===== config.mk =====
export PLATFORM = sky130hd
export DESIGN_NAME = fifo_wr_arb
export DESIGN_NICKNAME = d
export VERILOG_FILES = /design/src/rtl/fifo_arb_pkg.sv /design/src/rtl/fifo_rr_pick.sv /design/src/rtl/fifo_wr_arb.sv
export SDC_FILE = /design/constraint.sdc
export NUM_CORES = 1
export LEC_CHECK = 0
export ABC_AREA = 1
export ABC_CLOCK_PERIOD_IN_PS = 6300
export BUFFER_PORTS_ARGS = -buffer_cell sky130_fd_sc_hd__buf_2
export CAP_MARGIN = 30
export CORE_MARGIN = 4
export CORE_UTILIZATION = 45
export CTS_CLUSTER_DIAMETER = 100
export DETAILED_ROUTE_END_ITERATION = 10
export GPL_TIMING_DRIVEN = 0
export PLACE_DENSITY = 0.76
export SYNTH_ARGS = -nofsm -noshare
export SYNTH_HDL_FRONTEND = slang
export SYNTH_SLANG_ARGS = --single-unit

===== constraint.sdc =====
create_clock -name wr_clk -period 6.3 [get_ports wr_clk]
set_input_delay 1.26 -clock wr_clk [delete_from_list [all_inputs] [get_ports wr_clk]]
set_output_delay 1.26 -clock wr_clk [all_outputs]
set_load 0.02 [all_outputs]

===== src/rtl/fifo_arb_pkg.sv =====
// Shared types, default parameters and width helper for the FIFO write-port arbiter.
package fifo_arb_pkg;

  localparam int unsigned NumReqDef      = 4;
  localparam int unsigned DataWDef       = 8;
  localparam int unsigned BurstLenDef    = 16;
  localparam int unsigned CntWDef        = 8;
  localparam int unsigned SpaceThreshDef = 224;

  typedef enum logic [1:0] {
    StRstWait,
    StIdle,
    StBurst
  } arb_state_e;

  // Ceiling log2, never below 1 so index/counter vectors always have a bit.
  function automatic int unsigned log2c(input int unsigned n);
    int unsigned r;
    r = 1;
    while ((32'd1 << r) < n) r++;
    return r;
  endfunction

endpackage


===== src/rtl/fifo_rr_pick.sv =====
// Rotating-priority picker: first set request searching upward from rr_ptr, with wrap.
module fifo_rr_pick
  import fifo_arb_pkg::*;
#(
  parameter int unsigned NUM_REQ = NumReqDef,
  parameter int unsigned PTR_W   = log2c(NumReqDef)
) (
  input  logic [NUM_REQ-1:0] req,
  input  logic [PTR_W-1:0]   rr_ptr,
  output logic               found,
  output logic [PTR_W-1:0]   winner
);

  always_comb begin
    int unsigned idx;
    found  = 1'b0;
    winner = '0;
    idx    = 0;
    for (int unsigned off = 0; off < NUM_REQ; off++) begin
      idx = 32'(rr_ptr) + off;
      if (idx >= NUM_REQ) idx = idx - NUM_REQ;
      if (!found && req[idx]) begin
        found  = 1'b1;
        winner = PTR_W'(idx);
      end
    end
  end

endmodule


===== src/rtl/fifo_wr_arb.sv =====
// Round-robin burst arbiter sharing one async-FIFO write port among NUM_REQ producers.
module fifo_wr_arb
  import fifo_arb_pkg::*;
#(
  parameter int unsigned NUM_REQ      = NumReqDef,
  parameter int unsigned DATA_W       = DataWDef,
  parameter int unsigned BURST_LEN    = BurstLenDef,
  parameter int unsigned CNT_W        = CntWDef,
  parameter int unsigned SPACE_THRESH = SpaceThreshDef
) (
  input  logic                      wr_clk,
  input  logic                      rst_n,
  input  logic [NUM_REQ-1:0]        req,
  input  logic [NUM_REQ-1:0]        req_valid,
  input  logic [NUM_REQ-1:0]        req_last,
  input  logic [NUM_REQ*DATA_W-1:0] req_data,
  output logic [NUM_REQ-1:0]        req_ready,
  output logic [NUM_REQ-1:0]        grant,
  output logic                      fifo_wr_en,
  output logic [DATA_W-1:0]         fifo_wr_data,
  input  logic                      full,
  input  logic                      almost_full,
  input  logic                      wr_rst_busy,
  input  logic [CNT_W-1:0]          wr_data_count,
  output logic                      burst_done,
  output logic                      burst_abort,
  output logic                      ovf_err
);

  localparam int unsigned PtrW  = log2c(NUM_REQ);
  localparam int unsigned BeatW = log2c(BURST_LEN);

  arb_state_e          state_q, state_d;
  logic [NUM_REQ-1:0]  grant_q, grant_d;
  logic [PtrW-1:0]     gidx_q, gidx_d;
  logic [PtrW-1:0]     rr_ptr_q, rr_ptr_d;
  logic [BeatW-1:0]    beat_cnt_q, beat_cnt_d;
  logic                wr_en_q, wr_en_d;
  logic [DATA_W-1:0]   wr_data_q, wr_data_d;
  logic                done_q, done_d;
  logic                abort_q, abort_d;
  logic                ovf_q, ovf_d;

  logic                pick_found;
  logic [PtrW-1:0]     pick_idx;
  logic [PtrW-1:0]     ptr_after;
  logic                space_ok;
  logic                accept;
  logic                beat_end;

  fifo_rr_pick #(
    .NUM_REQ (NUM_REQ),
    .PTR_W   (PtrW)
  ) u_pick (
    .req    (req),
    .rr_ptr (rr_ptr_q),
    .found  (pick_found),
    .winner (pick_idx)
  );

  assign space_ok  = 32'(wr_data_count) <= SPACE_THRESH;
  assign ptr_after = (gidx_q == PtrW'(NUM_REQ - 1)) ? '0 : gidx_q + PtrW'(1);
  assign accept    = (state_q == StBurst) & req_valid[gidx_q] & req_ready[gidx_q];
  assign beat_end  = accept & (req_last[gidx_q] | (beat_cnt_q == BeatW'(BURST_LEN - 1)));

  always_ff @(posedge wr_clk or negedge rst_n) begin
    if (!rst_n) begin
      state_q    <= StRstWait;
      grant_q    <= '0;
      gidx_q     <= '0;
      rr_ptr_q   <= '0;
      beat_cnt_q <= '0;
      wr_en_q    <= 1'b0;
      wr_data_q  <= '0;
      done_q     <= 1'b0;
      abort_q    <= 1'b0;
      ovf_q      <= 1'b0;
    end else begin
      state_q    <= state_d;
      grant_q    <= grant_d;
      gidx_q     <= gidx_d;
      rr_ptr_q   <= rr_ptr_d;
      beat_cnt_q <= beat_cnt_d;
      wr_en_q    <= wr_en_d;
      wr_data_q  <= wr_data_d;
      done_q     <= done_d;
      abort_q    <= abort_d;
      ovf_q      <= ovf_d;
    end
  end

  always_comb begin
    state_d    = state_q;
    grant_d    = grant_q;
    gidx_d     = gidx_q;
    rr_ptr_d   = rr_ptr_q;
    beat_cnt_d = beat_cnt_q;
    wr_en_d    = accept;
    wr_data_d  = accept ? req_data[gidx_q*DATA_W +: DATA_W] : wr_data_q;
    done_d     = 1'b0;
    abort_d    = 1'b0;
    ovf_d      = ovf_q | (wr_en_q & full);
    unique case (state_q)
      StRstWait: begin
        if (!wr_rst_busy) state_d = StIdle;
      end
      StIdle: begin
        if (!wr_rst_busy && pick_found && space_ok) begin
          state_d    = StBurst;
          grant_d    = {{(NUM_REQ-1){1'b0}}, 1'b1} << pick_idx;
          gidx_d     = pick_idx;
          beat_cnt_d = '0;
        end
      end
      StBurst: begin
        // Busy cannot coincide with an accepted beat: ready is gated by it.
        if (wr_rst_busy) begin
          state_d  = StRstWait;
          grant_d  = '0;
          abort_d  = 1'b1;
          rr_ptr_d = ptr_after;
        end else begin
          if (accept) beat_cnt_d = beat_cnt_q + BeatW'(1);
          if (beat_end) begin
            state_d  = StIdle;
            grant_d  = '0;
            done_d   = 1'b1;
            rr_ptr_d = ptr_after;
          end
        end
      end
      default: state_d = StRstWait;
    endcase
  end

  always_comb begin
    req_ready = '0;
    if (state_q == StBurst) req_ready[gidx_q] = ~almost_full & ~full & ~wr_rst_busy;
  end

  assign grant        = grant_q;
  assign fifo_wr_en   = wr_en_q;
  assign fifo_wr_data = wr_data_q;
  assign burst_done   = done_q;
  assign burst_abort  = abort_q;
  assign ovf_err      = ovf_q;

endmodule


==> impl_metrics.tcl, run 1 <==
set metrics [dict create \
    path_clk_slew_ns 0.09 \
    wl_per_cell_um 12.0 \
    sw_frac_of_total_pct 47.5 \
    result_of_the_run "finished, final reports clean" \
    final_std_cells_w_o_fill 393 \
    worstPathRequired_ns 5.04 \
    intPower_w 0.000540 \
    cts.sinks 26 \
    slew-limit-headroom_pct 61.2 \
    synth_enable_flop_cells 0 \
    netSwitchingPower_w 0.000489 \
    via_per_inst 5.03 \
    grt_pass1_wl_um 7980 \
    skew_ns 0.00507 \
    yosys_warnings 0 \
    synth.avg_cell_area_um2 7.15 \
    cts_tree "done" \
    post_synth_instance_area_mm2 0.00188 \
    synth.area.top_cells "sky130_fd_sc_hd__dfrtp_1 (35%), sky130_fd_sc_hd__nand2_1 (17%), sky130_fd_sc_hd__nor2_1 (7.0%), sky130_fd_sc_hd__o21ai_0 (5.9%), sky130_fd_sc_hd__mux2_4 (5.6%)" \
    crit_chain "buf_2 -> inv_2 -> buf_2 -> buf_2 -> ha_1 -> nand3_1 -> nor2_1 -> buf_2" \
    number_of_hold_violations_in_the_final_report 0 \
    cts_max_path_buffers 2 \
    grt_start_max_net_pins 27 \
    grt_setup_unrepaired "no" \
    ctsHtreeMaxLevel 1 \
    number_of_violations_reported_at_the_end_of_detailed_routing_iteration_0 47 \
    most_common_library_cell_in_the_layout_ignoring_fill_and_taps "sky130_fd_sc_hd__nand2_1" \
    synthToLayoutAreaGrowth_pct 27.3 \
    portBuffers 76 \
    post_cts_hold_buffer_count 0 \
    number_of_antenna_violations_at_the_first_check_in_global_routing 0 \
    clock_buffers_created_by_tritoncts 3 \
    cts.repair.resized 0 \
    final_min_period_over_clock_period_pct 53.1 \
    wirelength_um 4720 \
    route.detailed.drc 0 \
    reg_power_share_pct 26.5 \
    pwr-share-clk_pct 13.6 \
    dpl.cell_count 389 \
    die_area_mm2 0.00528 \
    critPathMaxFanout 11 \
    seq_cells_post_synth 26 \
    slowest_stage "sky130_fd_sc_hd__dfrtp_1" \
    synth-async-reset-ratio_pct 100 \
    final-max-slew-violation-count 0 \
    report.final.setup_viol 0 \
    layout.nets 406 \
    power.ir.vdd_worst_v 0.000214 \
    postSynthNetCount 325 \
    ios 77 \
    maxCapViolCount 0 \
    setup.worst_path.end_class "output port" \
    clkLatencyLatePin_ns 0.27 \
    dieWidth_um 72.6 \
    detailedPlacementHpwl_um 3760 \
    max_slew.worst_pin.slew_ns 0.582 \
    power_per_standard_cell_area_mw_per_mm2 429 \
    cp_slowest_stage_delay_ns 0.41 \
    post-synth-top-area-cell "sky130_fd_sc_hd__dfrtp_1" \
    cts_post_setup_buffers_inserted 0 \
    timing_worst_setup_path_type "reg -> out" \
    hp-class "reg -> reg" \
    postLayoutCoreUtil_pct 59.4 \
    tns_ns 0 \
    critPathArrivalTime_ns 2.09 \
    floorplan.initialDensity_pct 46.7 \
    final_cell_mix "sky130_fd_sc_hd__nand2_1 (84), sky130_fd_sc_hd__buf_2 (81), sky130_fd_sc_hd__nor2_1 (35)" \
    ys_seq_area_share_pct 34.6 \
    fmaxAchievable_mhz 299 \
    rows 23 \
    final_global_route_overflow_total 0 \
    floorplan.core_area_mm2 0.00403 \
    yosysTopAreaCellShare_pct 34.6 \
    crit_top_cell "sky130_fd_sc_hd__buf_2" \
    antenna_left 0 \
    combinational_fraction_of_design_power_pct 59.9 \
    timing.critical_path.from_type "register" \
    ys.flop_type "sky130_fd_sc_hd__dfrtp_1" \
    yosys.cell_types.count 30 \
    ctsRootBufferMaster "sky130_fd_sc_hd__clkbuf_8" \
    num_antenna_cells 0 \
    route.vias.total 1977 \
    syn-instance-count 263 \
    first_pass_iters 4 \
    global_route.usage.total_pct 18.8 \
    timing.final.crit_period_ns 3.35 \
    fp.dieH_um 72.6 \
    ratio_of_cells_with_drive_above_1_in_the_final_layout_pct 34.4 \
    globalplace.congestion 0.893 \
    grt_pass1_vias 1960 \
    p_leak_nw 1.41 \
]
## flip-flops by register name, indices dropped and copies added, names as in the netlist, 2 cells and up
register	cells
beat_cnt_q	4
rr_ptr_q	2
grant	4
state_q	2
gidx_q	2
fifo_wr_data	8
## per-layer routing
metal,track usage (%),share of wire [%]
met5,0,0
met3,2.34,6.7
met2,34.3,49
met4,7.99,1.9
met1,22.0,42
## cells in the mapped netlist, types with 2 or more instances
cell / count
sky130_fd_sc_hd__dfrtp_1: 26
sky130_fd_sc_hd__o22ai_1: 8
sky130_fd_sc_hd__nand4_1: 2
sky130_fd_sc_hd__clkbuf_1: 2
sky130_fd_sc_hd__o21ai_0: 22
sky130_fd_sc_hd__mux2_4: 7
sky130_fd_sc_hd__inv_2: 6
sky130_fd_sc_hd__nand2_4: 2
sky130_fd_sc_hd__nand3_4: 2
sky130_fd_sc_hd__nand2_2: 3
sky130_fd_sc_hd__nand3_1: 17
sky130_fd_sc_hd__nand2_1: 84
sky130_fd_sc_hd__nor2_1: 35
sky130_fd_sc_hd__inv_1: 18
sky130_fd_sc_hd__nor3_1: 2
sky130_fd_sc_hd__ha_1: 5
sky130_fd_sc_hd__o21ai_2: 2
sky130_fd_sc_hd__buf_2: 5
sky130_fd_sc_hd__nand3_2: 3
sky130_fd_sc_hd__nor2_4: 2
## power groups by stage
stage	registers (W)	clock network (W)	logic (W)
floorplan	0.000315	0	0.000423
global placement	0.000274	0	0.000605
detailed placement	0.000273	0	0.000620
CTS	0.000273	0.000141	0.000621
global route	0.000282	0.000147	0.000697
finish	0.000273	0.000140	0.000616
## through the flow
step,cell area [um^2],power [W],hold slack (ns),worst slack (ns)
after floorplan,1880,0.000737,0.467,3.27
after global placement,2320,0.000879,0.434,3.00
after detailed placement,2320,0.000893,0.445,3.00
after CTS,2390,0.00103,0.464,2.93
after global routing,2390,0.00113,0.491,2.79
final,2390,0.00103,0.462,2.95
## worst max-delay path, delay by kind of cell, from the launching register on
kind	cells	cell delay [ns]
buffers and inverters	5	0.95
flip-flops	1	0.41
AND/OR/NAND/NOR	2	0.27
adder cells (fa/ha/maj)	1	0.18
## kinds of logic (layout without fill, tap and decap cells)
kind of cell | after synthesis | count (layout) | share of synthesized area [%]
mux | 8 | 8 | 6.19
fa+ha+maj | 5 | 5 | 3.33
compound gates | 35 | 35 | 10.6
buf+inv | 33 | 113 | 7.52
xor+xnor | 1 | 1 | 0.466
flops | 26 | 26 | 34.6
simple gates | 155 | 155 | 37.3
## final cells by class
| cell class | count | area [um^2] |
|---|---|---|
| buffer | 9 | 51.3 |
| clock buffer | 3 | 41.3 |
| clock inverter | 1 | 30.0 |
| fill | 393 | 1630 |
| inverter | 24 | 90.1 |
| multi-input combinational | 204 | 1090 |
| sequential | 26 | 651 |
| tap | 50 | 62.6 |
| timing repair buffer | 76 | 380 |
## final timing paths
path                            startpoint               to  slack (ns)  depth (start not counted)
worst max-delay path             gidx_q[0]     req_ready[0]        2.95                          8
worst min-delay path               ovf_err          ovf_err        0.46                          1
worst max register to register   gidx_q[0]  fifo_wr_data[2]        3.80                         12
worst min register to register     ovf_err          ovf_err        0.46                          1
max in group asynchronous            rst_n      rr_ptr_q[0]        4.94                          1
min in group asynchronous            rst_n          ovf_err        0.97                          1
Note: power is estimated with default switching activity, not from simulation.
==> inputs of run 2 (changes only) <==
Settings changed: ABC_CLOCK_PERIOD_IN_PS 6300 to 2900, CORE_UTILIZATION 45 to 44, PLACE_DENSITY 0.76 to 0.78.
Clock period 6.3 ns to 2.9 ns, I/O delays scaled along.
==> run 2 against run 1 <==
Clock power up 110%. Critical path depth is the same. First-iteration DRC count grew 38%. Design area stayed put. Total power grew 120%. Register-to-register slack lost 3.4 ns. Clock skew is essentially flat. Utilization shrank 0.42 points.
==> impl_metrics.tcl, run 2 (synthesis results as in run 1) <==
set metrics [dict create \
    cts_post_setup_buffers_inserted 0 \
    critical_path_buffers_and_inverters 5 \
    number_of_hold_violations_in_the_final_report 0 \
    max_slew.worst_pin.slew_ns 0.566 \
    maxCapViolCount 0 \
    reg_power_share_pct 26.5 \
    use_met2_pct 33.7 \
    cp_slowest_stage_delay_ns 0.40 \
    postLayoutCoreUtil_pct 59.0 \
    final_global_route_overflow_total 0 \
    number_of_antenna_violations_at_the_first_check_in_global_routing 0 \
    timing.critical_path.depth 8 \
    crit_chain "buf_2 -> inv_2 -> buf_2 -> buf_2 -> ha_1 -> nand3_1 -> nor2_1 -> buf_2" \
    via_per_inst 4.94 \
    global_route.usage.total_pct 18.6 \
    slowest_stage "sky130_fd_sc_hd__dfrtp_1" \
    final-max-slew-violation-count 0 \
    report.final.setup_viol 0 \
    most_common_library_cell_in_the_layout_ignoring_fill_and_taps "sky130_fd_sc_hd__nand2_1" \
    antenna_left 0 \
    power.ir.vdd_worst_v 0.000419 \
    sw_frac_of_total_pct 47.3 \
    grt.met1_usage_pct 22.5 \
    post_cts_hold_buffer_count 0 \
    intPower_w 0.00117 \
    hp-class "in -> async" \
    number_of_violations_reported_at_the_end_of_detailed_routing_iteration_0 65 \
    critPathArrivalTime_ns 2.10 \
    wirelength_um 4630 \
    timing.final.crit_period_ns 2.68 \
    clock_buffers_created_by_tritoncts 3 \
    cts.repair.resized 0 \
    grtUsageMet3_pct 3.69 \
    critical-path-top-delay-family "buffers and inverters" \
    route.vias.total 1942 \
    largest_register_ff_count 8 \
    setup.worst_path.end_class "output port" \
    ios 77 \
    route.detailed.drc 0 \
    reg2reg_depth 12 \
    first_pass_iters 4 \
    result_of_the_run "finished, final reports clean" \
    pwr-share-clk_pct 13.2 \
    timing_worst_setup_path_type "reg -> out" \
    detailedPlacementHpwl_um 3690 \
    layout.nets 406 \
    dieWidth_um 73.4 \
    final_min_period_over_clock_period_pct 92.3 \
    path_clk_slew_ns 0.09 \
    power_per_standard_cell_area_mw_per_mm2 929 \
    netSwitchingPower_w 0.00105 \
    ctsRootBufferMaster "sky130_fd_sc_hd__clkbuf_8" \
    grt_start_max_net_pins 27 \
    ratio_of_cells_with_drive_above_1_in_the_final_layout_pct 34.4 \
    synthToLayoutAreaGrowth_pct 27.3 \
    rows 23 \
    critPathMaxFanout 11 \
    grt_setup_unrepaired "no" \
    clkLatencyLatePin_ns 0.27 \
    worstPathRequired_ns 2.32 \
    p_leak_nw 1.41 \
    combinational_fraction_of_design_power_pct 60.3 \
    tns_ns 0 \
    ctsHtreeMaxLevel 1 \
    grt_pass1_wl_um 8050 \
    slew-limit-headroom_pct 62.3 \
    num_antenna_cells 0 \
    final_cell_mix "sky130_fd_sc_hd__nand2_1 (84), sky130_fd_sc_hd__buf_2 (81), sky130_fd_sc_hd__nor2_1 (35)" \
    fmaxAchievable_mhz 374 \
    grt_pass1_vias 1928 \
    floorplan.core_area_mm2 0.00406 \
    wl_per_cell_um 11.8 \
    floorplan.initialDensity_pct 46.3 \
    timing.critical_path.from_type "register" \
    skew_ns 0.00477 \
    cts_tree "done" \
    portBuffers 76 \
    cts.sinks 26 \
    cts_max_path_buffers 2 \
    regToRegSetupSlack_ns 0.39 \
    fp.dieH_um 73.4 \
    crit_top_cell "sky130_fd_sc_hd__buf_2" \
    die_area_mm2 0.00538 \
    busiest_layer "met2" \
    globalplace.congestion 0.865 \
]
[run 2: cell counts in the layout (fill, tap and decap cells not counted)]
Identical to the previous run, type by type.
[run 2: worst paths after layout]
path | to | start
min in group wr_clk | ovf_err | ovf_err
worst max-delay path | req_ready[0] | gidx_q[0]
worst max register to register | fifo_wr_data[6] | gidx_q[0]
max in group asynchronous | fifo_wr_data[0] | rst_n
worst min register to register | ovf_err | ovf_err
worst min-delay path | fifo_wr_data[2] | rst_n
[run 2: area by class of cell]
cell class,instances,area (um^2)
multi-input combinational,204,1090
timing repair buffer,76,380
buffer,9,51.3
sequential,26,651
tap,50,62.6
fill,351,1660
inverter,24,90.1
clock inverter,1,30.0
clock buffer,3,41.3
[run 2: stage by stage]
stage	hold WS (ns)	power [W]	cells	instance area [um^2]	setup WS (ns)
3_3_place_gp	0.436	0.00190	389	2320	0.500
4_1_cts	0.308	0.00224	393	2390	0.206
2_1_floorplan	0.284	0.00160	263	1880	0.522
5_1_grt	0.336	0.00246	393	2390	0.0753
3_5_place_dp	0.445	0.00194	389	2320	0.411
6_report	0.291	0.00223	393	2390	0.224
[run 2: layer usage]
layer | vias up | wire length, um
li1 | 1008 | -
met1 | 869 | 1920
met2 | 61 | 2350
met3 | 4 | 318
met4 | 0 | 36
met5 | - | 0
[run 2: power groups by stage]
stage	logic, W	clock network, W	registers (W)
6_report	0.00134	0.000294	0.000590
2_1_floorplan	0.000918	0	0.000684
4_1_cts	0.00135	0.000304	0.000592
3_5_place_dp	0.00134	0	0.000595
5_1_grt	0.00153	0.000316	0.000612
3_3_place_gp	0.00131	0	0.000594
==> inputs of run 3 (changes only) <==
Settings changed: ABC_CLOCK_PERIOD_IN_PS 2900 to 2800, CORE_UTILIZATION 44 to 45, PLACE_DENSITY 0.78 to 0.76, SYNTH_HIERARCHICAL from default to 1.
Clock period 2.9 ns to 2.8 ns, I/O delays scaled along.
==> run 3 against run 2 <==
Synthesized area grew 2.8%. Flip-flop and latch count is the same. Non-clock buffer count is the same. Clock skew shrank 0.0016 ns. Synthesized cell count grew 1.9%. Sequential share of layout area shrank 0.64 points. Worst setup slack lost 0.016 ns. Design area grew 2.4%. Critical path depth is the same. Register-to-register slack gained 0.10 ns. Global-route usage shrank 0.15 points. Total power grew 2.3%.
==> impl_metrics.tcl, run 3 <==
set metrics [dict create \
    ios 77 \
    timing_worst_setup_path_type "reg -> out" \
    cts.sinks 26 \
    final_global_route_overflow_total 0 \
    cts_tree "done" \
    total_power_w 0.00228 \
    fp.dieH_um 73.5 \
    wirelength_um 4850 \
    final_cell_mix "sky130_fd_sc_hd__nand2_1 (83), sky130_fd_sc_hd__buf_2 (79), sky130_fd_sc_hd__nor2_1 (28)" \
    worstPathRequired_ns 2.24 \
    number_of_hold_violations_in_the_final_report 0 \
    post-synth-top-area-cell "sky130_fd_sc_hd__dfrtp_1" \
    critPathMaxFanout 11 \
    reg2reg_depth 14 \
    grt_start_max_net_pins 27 \
    globalplace.congestion 0.888 \
    filler_cell_count 391 \
    seq_cells_post_synth 26 \
    maxCapViolCount 0 \
    slew-limit-headroom_pct 60.2 \
    power.ir.vdd_worst_v 0.000390 \
    multi_input_logic_area_mm2 0.00115 \
    p_leak_nw 1.38 \
    synth_compound_area_share_pct 11.4 \
    setup.worst_path.end_class "output port" \
    cts_max_path_buffers 2 \
    reg_power_share_pct 26.2 \
    final-max-slew-violation-count 0 \
    synth_enable_flop_cells 0 \
    result_of_the_run "finished, final reports clean" \
    ctsHtreeMaxLevel 1 \
    crit_chain "buf_2 -> inv_1 -> clkbuf_4 -> buf_4 -> ha_1 -> nand3_1 -> nor2_1 -> buf_2" \
    die_area_mm2 0.00541 \
    critical_path_buffers_and_inverters 5 \
    yosys.cell_types.count 32 \
    clock_buffers_created_by_tritoncts 3 \
    floorplan.initialDensity_pct 47.3 \
    parity_gate_share_of_the_synthesized_area_counting_xor_and_xnor_cells_pct 0.906 \
    first_pass_iters 4 \
    via_per_inst 4.95 \
    rows 23 \
    fmaxAchievable_mhz 386 \
    fin_area_mm2 0.00245 \
    ys.flop_type "sky130_fd_sc_hd__dfrtp_1" \
    tns_ns 0 \
    num_antenna_cells 0 \
    floorplan.core_area_mm2 0.00409 \
    ctsRootBufferMaster "sky130_fd_sc_hd__clkbuf_8" \
    finalHoldWorstSlack_ns 0.278 \
    timing.critical_path.depth 8 \
    timing.final.crit_period_ns 2.59 \
    layout.area.seq_um2 651 \
    max_slew.worst_pin.slew_ns 0.597 \
    critical-path-top-delay-family "buffers and inverters" \
    portBuffers 76 \
    ys_seq_area_share_pct 33.7 \
    post_synth_fa_ha_maj_area_fraction_pct 3.24 \
    ratio_of_cells_with_drive_above_1_in_the_final_layout_pct 36.8 \
    critPathArrivalTime_ns 2.03 \
    most_common_library_cell_in_the_layout_ignoring_fill_and_taps "sky130_fd_sc_hd__nand2_1" \
    clkLatencyLatePin_ns 0.28 \
    path_clk_slew_ns 0.10 \
    report.final.setup_viol 0 \
    synthToLayoutAreaGrowth_pct 26.9 \
    dieWidth_um 73.5 \
    synth-async-reset-ratio_pct 100 \
    synth_mux_area_share_pct 0 \
    timing.critical_path.from_type "register" \
    pwr-share-clk_pct 14.0 \
    crit_top_cell "sky130_fd_sc_hd__buf_2" \
    final_min_period_over_clock_period_pct 92.6 \
    route.detailed.drc 0 \
    sw_frac_of_total_pct 48.5 \
    largest_register_ff_count 8 \
    intPower_w 0.00117 \
    place_area_mm2 0.00238 \
    postSynthNetCount 330 \
    hp-class "in -> async" \
    power_per_standard_cell_area_mw_per_mm2 929 \
    grt_pass1_vias 1853 \
    number_of_antenna_violations_at_the_first_check_in_global_routing 0 \
    detailedPlacementHpwl_um 3780 \
    synth_top_family_by_area "simple AND/OR/NAND/NOR gates" \
    combinational_fraction_of_design_power_pct 59.8 \
    syn-instance-count 268 \
    post_synth_instance_area_mm2 0.00193 \
    ys_top_cells_by_count "sky130_fd_sc_hd__nand2_1 (83), sky130_fd_sc_hd__nor2_1 (28), sky130_fd_sc_hd__dfrtp_1 (26), sky130_fd_sc_hd__o21ai_0 (21), sky130_fd_sc_hd__nand3_1 (17)" \
    skew_ns 0.00321 \
    grt_pass1_wl_um 8020 \
    route.vias.total 1971 \
    synth.avg_cell_area_um2 7.21 \
    synth_most_common_cell "sky130_fd_sc_hd__nand2_1" \
    synth_simple_gate_area_share_pct 43.8 \
    grt_setup_unrepaired "no" \
    cp_slowest_stage_delay_ns 0.41 \
    yosys_warnings 6 \
    yosysTopAreaCellShare_pct 33.7 \
    global_route.usage.total_pct 18.5 \
    number_of_violations_reported_at_the_end_of_detailed_routing_iteration_0 100 \
    cts_post_setup_buffers_inserted 0 \
    antenna_left 0 \
    wl_per_cell_um 12.2 \
    synth.area.top_cells "sky130_fd_sc_hd__dfrtp_1 (34%), sky130_fd_sc_hd__nand2_1 (16%), sky130_fd_sc_hd__nor2_1 (5.4%), sky130_fd_sc_hd__o21ai_0 (5.4%), sky130_fd_sc_hd__nand2_2 (4.5%)" \
    layout.nets 411 \
    slowest_stage "sky130_fd_sc_hd__dfrtp_1" \
    netSwitchingPower_w 0.00111 \
]
run 3: cell types whose count changed in the layout (fill, tap and decap cells not counted), sizes merged, moves of 2 or more:
cell / change
inv: -4
nand3: +2
mux2: -8
o21ai: +2
nand2: +12
nand4: +2
nor3: +3
nor2: -6
run 3: timing repair:
item,in CTS,in global routing
endpoints found under the hold margin,0,0
resized for setup,0,3
endpoints found under the setup margin,0,2
hold buffers,0,0
run 3: through the flow:
stage	std cells	util [%]	worst slack [ns]
3_3_place_gp	394	58.1	0.469
3_5_place_dp	394	58.1	0.416
6_report	398	60.0	0.208
4_1_cts	398	59.9	0.114
5_1_grt	398	60.0	0.0352
2_1_floorplan	268	-	0.483
run 3: worst paths after layout:
kind | slack [ns] | endpoint | startpoint
worst max-delay path | 0.21 | req_ready[0] | gidx_q[0]
worst min-delay path | 0.28 | burst_done | rst_n
worst max register to register | 0.49 | grant[2] | gidx_q[0]
worst min register to register | 0.46 | ovf_err | ovf_err
max in group asynchronous | 2.13 | fifo_wr_data[5] | rst_n
min in group wr_clk | 0.46 | ovf_err | ovf_err
run 3: layer usage:
layer  wire, um  vias to the layer above  GRT usage (%)  share of wire (%)
li1           -                     1022              -                  -
met1       2260                      880           25.2                 47
met5          0                        -              0                  0
met3        261                        6           3.69                5.4
met2       2270                       63           30.0                 47
met4         61                        0           4.43                1.3
run 3: worst register-to-register path, cell delays in order (launching register included):
cell and delay [ns]:
sky130_fd_sc_hd__dfrtp_1 0.41, sky130_fd_sc_hd__buf_2 0.17, sky130_fd_sc_hd__inv_1 0.13, sky130_fd_sc_hd__clkbuf_4 0.22, sky130_fd_sc_hd__buf_4 0.21, sky130_fd_sc_hd__ha_1 0.18
sky130_fd_sc_hd__nand3_1 0.08, sky130_fd_sc_hd__nor2_1 0.16, sky130_fd_sc_hd__nand2_1 0.08, sky130_fd_sc_hd__nand3_2 0.11, sky130_fd_sc_hd__nand4_4 0.15, sky130_fd_sc_hd__nand3_4 0.14
sky130_fd_sc_hd__nand2_4 0.07, sky130_fd_sc_hd__nand2_1 0.06, sky130_fd_sc_hd__nand2_1 0.05
run 3: logic make-up after synthesis:
kind of cell               after synthesis
AOI/OAI and AO/OA                       37
xor gates and xnor gates                 2
adders and majority gates                5
buffers and inverters                   30
DFF                                     26
and+or+nand+nor                        168
run 3: power groups by stage:
stage               clock network (W)  registers [W]  logic (W)
floorplan                           0       0.000683   0.000951
global placement                    0       0.000601    0.00133
detailed placement                  0       0.000604    0.00136
CTS                          0.000326       0.000599    0.00136
global route                 0.000345       0.000620    0.00153
finish                       0.000318       0.000598    0.00136
run 3: layout make-up:
type | instances | share of cell area (%)
Buffer | 9 | 2.45
Clock buffer | 3 | 1.68
Clock inverter | 1 | 1.22
Inverter | 21 | 3.27
Multi-Input combinational cell | 212 | 46.8
Sequential cell | 26 | 26.5
Tap cell | 50 | 2.55
Timing Repair Buffer | 76 | 15.5
